**src/rtl/lcd_bus_receiver.sv**
```systemverilog
// rtl/lcd_bus_receiver.sv - 8080-style LCD write-bus receiver decoding ILI9341 commands into RGB565 pixels
module lcd_bus_receiver #(
  parameter int WIDTH  = 320,
  parameter int HEIGHT = 240
) (
  input  logic       clk,
  input  logic       reset,
  input  logic [7:0] lcd_db,
  input  logic       lcd_wr,
  input  logic       lcd_d_c,
  input  logic       lcd_rd,
  input  logic       lcd_reset,
  output logic       pix_valid,
  output logic [9:0] pix_x,
  output logic [9:0] pix_y,
  output logic [15:0] pix_rgb,
  output logic       cmd_valid,
  output logic [7:0] cmd_code,
  output logic       bus_err
);

  localparam logic [9:0] XMAX = 10'(WIDTH - 1);
  localparam logic [9:0] YMAX = 10'(HEIGHT - 1);

  typedef enum logic [2:0] {IDLE, PARAM, RAM_HI, RAM_LO, SKIP} state_t;

  logic       wr_s1, wr_s2, wr_prev, rst_s1, rst_s2;
  logic [7:0] db_s1, db_s2;
  logic       dc_s1, dc_s2, rd_s1, rd_s2;
  logic       soft_rst;

  logic       ev1_valid, ev2_valid, ev1_dc, ev2_dc, ev1_rd, ev2_rd;
  logic [7:0] ev1_db, ev2_db;

  state_t     state_q, state_n;
  logic [1:0] idx_q, idx_n, phi_q, phi_n;
  logic       row_q, row_n, seen_q, seen_n;
  logic [9:0] sc_q, sc_n, ec_q, ec_n, sp_q, sp_n, ep_q, ep_n;
  logic [9:0] x_q, x_n, y_q, y_n, pstart_q, pstart_n;
  logic [7:0] hi_q, hi_n;
  logic       pix_valid_n, cmd_valid_n, bus_err_n;
  logic [9:0] pix_x_n, pix_y_n;
  logic [15:0] pix_rgb_n;
  logic [7:0] cmd_code_n;

  // Two-flop synchronizers; strobe flops idle high so reset never fakes a rising edge
  always_ff @(posedge clk) begin
    if (reset) begin
      wr_s1   <= 1'b1;
      wr_s2   <= 1'b1;
      wr_prev <= 1'b1;
      rst_s1  <= 1'b1;
      rst_s2  <= 1'b1;
    end else begin
      wr_s1   <= lcd_wr;
      wr_s2   <= wr_s1;
      wr_prev <= wr_s2;
      rst_s1  <= lcd_reset;
      rst_s2  <= rst_s1;
    end
    db_s1 <= lcd_db;
    db_s2 <= db_s1;
    dc_s1 <= lcd_d_c;
    dc_s2 <= dc_s1;
    rd_s1 <= lcd_rd;
    rd_s2 <= rd_s1;
  end

  assign soft_rst = reset | ~rst_s2;

  // Two-deep byte-event pipeline so decoded results land four clocks after the wr edge is first seen
  always_ff @(posedge clk) begin
    if (soft_rst) begin
      ev1_valid <= 1'b0;
      ev2_valid <= 1'b0;
    end else begin
      ev1_valid <= wr_s2 & ~wr_prev;
      ev2_valid <= ev1_valid;
    end
    ev1_db <= db_s2;
    ev1_dc <= dc_s2;
    ev1_rd <= rd_s2;
    ev2_db <= ev1_db;
    ev2_dc <= ev1_dc;
    ev2_rd <= ev1_rd;
  end

  // Decoder state and registered outputs; panel reset restores the default window
  always_ff @(posedge clk) begin
    if (soft_rst) begin
      state_q   <= IDLE;
      idx_q     <= 2'd0;
      phi_q     <= 2'd0;
      row_q     <= 1'b0;
      seen_q    <= 1'b0;
      sc_q      <= 10'd0;
      ec_q      <= XMAX;
      sp_q      <= 10'd0;
      ep_q      <= YMAX;
      x_q       <= 10'd0;
      y_q       <= 10'd0;
      pstart_q  <= 10'd0;
      hi_q      <= 8'd0;
      pix_valid <= 1'b0;
      pix_x     <= 10'd0;
      pix_y     <= 10'd0;
      pix_rgb   <= 16'd0;
      cmd_valid <= 1'b0;
      cmd_code  <= 8'd0;
      bus_err   <= 1'b0;
    end else begin
      state_q   <= state_n;
      idx_q     <= idx_n;
      phi_q     <= phi_n;
      row_q     <= row_n;
      seen_q    <= seen_n;
      sc_q      <= sc_n;
      ec_q      <= ec_n;
      sp_q      <= sp_n;
      ep_q      <= ep_n;
      x_q       <= x_n;
      y_q       <= y_n;
      pstart_q  <= pstart_n;
      hi_q      <= hi_n;
      pix_valid <= pix_valid_n;
      pix_x     <= pix_x_n;
      pix_y     <= pix_y_n;
      pix_rgb   <= pix_rgb_n;
      cmd_valid <= cmd_valid_n;
      cmd_code  <= cmd_code_n;
      bus_err   <= bus_err_n;
    end
  end

  // Byte decode: commands abort any sequence; data bytes feed window params or pixel assembly
  always_comb begin
    state_n     = state_q;
    idx_n       = idx_q;
    phi_n       = phi_q;
    row_n       = row_q;
    seen_n      = seen_q;
    sc_n        = sc_q;
    ec_n        = ec_q;
    sp_n        = sp_q;
    ep_n        = ep_q;
    x_n         = x_q;
    y_n         = y_q;
    pstart_n    = pstart_q;
    hi_n        = hi_q;
    pix_valid_n = 1'b0;
    pix_x_n     = pix_x;
    pix_y_n     = pix_y;
    pix_rgb_n   = pix_rgb;
    cmd_valid_n = 1'b0;
    cmd_code_n  = cmd_code;
    bus_err_n   = 1'b0;
    if (ev2_valid) begin
      bus_err_n = ~ev2_rd;
      if (!ev2_dc) begin
        cmd_valid_n = 1'b1;
        cmd_code_n  = ev2_db;
        case (ev2_db)
          8'h2A, 8'h2B: begin
            state_n = PARAM;
            idx_n   = 2'd0;
            row_n   = ev2_db[0];
          end
          8'h2C: begin
            x_n     = sc_q;
            y_n     = sp_q;
            seen_n  = 1'b1;
            state_n = RAM_HI;
          end
          8'h3C: begin
            if (!seen_q) begin
              x_n = sc_q;
              y_n = sp_q;
            end
            state_n = RAM_HI;
          end
          8'h01: begin
            sc_n    = 10'd0;
            ec_n    = XMAX;
            sp_n    = 10'd0;
            ep_n    = YMAX;
            state_n = IDLE;
          end
          default: state_n = SKIP;
        endcase
      end else begin
        case (state_q)
          PARAM: begin
            idx_n = idx_q + 2'd1;
            case (idx_q)
              2'd0: pstart_n[9:8] = ev2_db[1:0];
              2'd1: pstart_n[7:0] = ev2_db;
              2'd2: phi_n = ev2_db[1:0];
              default: begin
                if (row_q) begin
                  sp_n = pstart_q;
                  ep_n = {phi_q, ev2_db};
                end else begin
                  sc_n = pstart_q;
                  ec_n = {phi_q, ev2_db};
                end
                state_n = IDLE;
              end
            endcase
          end
          RAM_HI: begin
            hi_n    = ev2_db;
            state_n = RAM_LO;
          end
          RAM_LO: begin
            pix_valid_n = 1'b1;
            pix_x_n     = x_q;
            pix_y_n     = y_q;
            pix_rgb_n   = {hi_q, ev2_db};
            state_n     = RAM_HI;
            if (x_q == ec_q || x_q == XMAX) begin
              x_n = sc_q;
              if (y_q == ep_q || y_q == YMAX) y_n = sp_q;
              else y_n = y_q + 10'd1;
            end else begin
              x_n = x_q + 10'd1;
            end
          end
          default: ;
        endcase
      end
    end
  end

endmodule

```
**config.mk**
```make
export PLATFORM = sky130hd
export DESIGN_NAME = lcd_bus_receiver
export DESIGN_NICKNAME = d
export VERILOG_FILES = /design/src/rtl/lcd_bus_receiver.sv
export SDC_FILE = /design/constraint.sdc
export NUM_CORES = 1
export LEC_CHECK = 0
export ABC_AREA = 1
export BUFFER_PORTS_ARGS = -buffer_cell sky130_fd_sc_hd__buf_2
export CAP_MARGIN = 20
export CORE_MARGIN = 1
export CORE_UTILIZATION = 59
export DETAILED_ROUTE_END_ITERATION = 8
export PLACE_DENSITY = 0.79
export SYNTH_ARGS = -nofsm -noshare
export SYNTH_HDL_FRONTEND = slang
export SYNTH_SLANG_ARGS = --single-unit
```
**constraint.sdc**
```tcl
create_clock -name clk -period 1.9 [get_ports clk]
set_input_delay 0.285 -clock clk [delete_from_list [all_inputs] [get_ports clk]]
set_output_delay 0.285 -clock clk [all_outputs]
set_load 0.03 [all_outputs]
```
==> run summary <==
Die H: 110 µm
RSZ-0062 raised after global routing: true
TritonRoute pass-1 iters: 5
Starting Density: 60.3%
DPL Wire Length: 10600 µm
H-tree Lvls: 4
status: completed
All-Layer GR Usage: 27.9%
crit-path max FO: 12
Post-Route WL: 16100 µm
post-synthesis mux area share: 0%
net count after synthesis: 895
CTS tree: yes
layout net count: 978
Worst Path Required: 2.22 ns
Ant. Diodes: 0
R2R depth: 11
WL met3: 1050 µm
YS warnings: 0
drt wl/cell: 14.5 µm
CTS buffer count: 17
maximum number of pins on one net before global-route repair: 61
M1 WL: 6970 µm
Synth area leaders: dfxtp_1, nand2_1, o21ai_0, a21oi_1, nor2_1
HP Class: input pin to flip-flop
sequential share of the synthesized area: 52.6%
# rows: 39
max_slew headroom: 64.2%
post-synth top area cell: dfxtp_1
Core Area: 0.0114 mm²
reg2reg setup slack: 0.09 ns
CP max stage delay: 0.40 ns
initial antenna violation count: 0
CTS root buf: clkbuf_16
CP Class: flip-flop to flip-flop
fin area: 0.00815 mm²
Post-synth top cells: dfxtp_1, nand2_1, o21ai_0
Slew @ Worst Pin: 0.536 ns
residual DRC count: 0
die area: 0.0121 mm²
Fin Clk Skew: 0.00715 ns
adder-cell share of the synthesized area: 1.09%
uppermost layer routed: met4
FMAX: 552 MHz
vias in the first global route: 5340
Worst path slowest cell: dfxtp_1
Worst Hold Depth: 2
area grow syn2layout: 18.3%
Die X: 110 µm
share of layout cells above drive strength 1: 17.6%
Final Hold Viols: 0
Top FF cell, synth: dfxtp_1
TritonCTS sink count: 181
I/O pin total: 61
Worst-path clk slew: 0.07 ns
Synth Area in XOR/XNOR: 1.53%
post-synthesis register bit count: 181
DP Worst Slack: 0.00580 ns
hold_sp: lcd_reset
vias per cell: 5.32
number of synthesized flops with an enable pin: 0
Setup Viol. Count Final: 0
Pleak: 3.64 nW
met2 WL: 7680 µm
max-slew violation count: 0
CP bufs+invs: 1
smallest hold slack: 0.0367 ns
critical-path cell list: ha_1, nand3_1, nor2_1, nand3_1, nand2_1, inv_2, nand2_4, nand2_1, o21ai_0, nand2_1, and2_1
Post-DP Area: 0.00741 mm²
GP Congestion: 0.905
clock latency on the worst-skew pair: 0.42 ns
compound-cell area share of the yosys netlist: 15.9%
Max Cap Viol: 0
area share of and/or/nand/nor cells after synthesis: 21.1%
r2r endpoint: y_q[3]
Synth cell types: 38
Post-synth ARST share: 0%
total power: 7.50 mW
IO Port Bufs: 60
area share of the largest cell type after synthesis: 52.6%
largest family of logic cells by synthesized area: simple AND/OR/NAND/NOR gates
Via Count: 5924
most instantiated library cell after synthesis: dfxtp_1
first-pass GRT wire length: 25300 µm
post-route clock period utilization: 95.3%
r2r startpoint: y_q[0]
Top Family by Delay on Critical Path: simple AND/OR/NAND/NOR gates
Post-DRT Antenna Nets: 0
setup ws final: 0.0886 ns
VDD IR-drop max: 0.932 mV
Iter 0 DRT Violations: 411
syn_area_per_cell: 7.87 µm²
Synth Instances: 875
grt total ovfl: 0
Mapped Area: 0.00689 mm²
crit path time final: 1.81 ns
Hold Path Sink: rst_s1
Worst Path Arrival: 2.13 ns
placed insts: 1067
Crit. End Element: flip-flop
Fin Setup TNS: 0 ns
clock buffer depth: 2
most frequent CP cell: nand2_1
non-filler cells, final: 1114
Pwr Density: 921 mW/mm²
post-layout util: 71.3%
CP startpoint kind: flip-flop
## repair_timing
item	CTS	global route
pin swaps	0	1
cloned	0	1
gates resized for setup	2	5
endpoints found under the setup margin	2	15
endpoints found under the hold margin	10	0
hold buffers	10	0
buffers inserted	0	4
## logic make-up (layout without fill, tap and decap cells)
group | Yosys count | count (layout)
compound gates | 210 | 210
xor+xnor | 12 | 12
fa+ha+maj | 6 | 6
buf+inv | 129 | 224
flops | 181 | 181
simple gates | 337 | 338
## registers in the layout, summed over array words and instances (netlist names), 3 cells and up
name and flops:
ev1_db 8, y_q 10, pstart_q 10, ev2_db 8, db_s2 8, ec_q 10
pix_y 10, hi_q 8, x_q 10, cmd_code 8, pix_rgb 16, ep_q 10
db_s1 8, sp_q 10, state_q 3, pix_x 10, sc_q 10
## layer usage
layer / global-route usage [%] / up-vias
met3: 6.58 / 34
met1: 34.9 / 2667
li1: - / 2993
met5: 0 / -
met2: 46.2 / 230
met4: 12.1 / 0
## report_power, final
part / switching [mW] / total (mW) / internal [mW]
Clock: 1.54 / 3.42 / 1.88
Combinational: 0.133 / 0.208 / 0.0745
Sequential: 0.0280 / 3.87 / 3.84
Total: 1.70 / 7.50 / 5.80
## worst max-delay path by stage
stage,start,end,cells after the start
after floorplan,x_q[0],y_q[5],11
after global placement,y_q[1],y_q[3],11
after detailed placement,x_q[0],x_q[3],10
after CTS,y_q[0],y_q[3],11
after global routing,x_q[0],y_q[3],9
final,y_q[0],y_q[3],11
## cell type report
type | count | area (µm²)
inverter | 91 | 344
sequential | 181 | 3630
tap | 143 | 179
multi-input combinational | 566 | 2760
clock inverter | 14 | 143
timing repair buffer | 101 | 658
fill | 954 | 3270
clock buffer | 18 | 439
## placed cells by master, fill, tap and decap left out, drive strengths merged, types with 10 or more instances in the layout
| cell type | count |
|---|---|
| dfxtp | 181 |
| nand2 | 176 |
| o21ai | 105 |
| nor2 | 101 |
| inv | 98 |
| buf | 91 |
| a21oi | 89 |
| nand3 | 33 |
| clkbuf | 18 |
| o211ai | 12 |
| xor2 | 10 |
| dlygate4sd3 | 10 |
(Power assumes the default switching activity.)
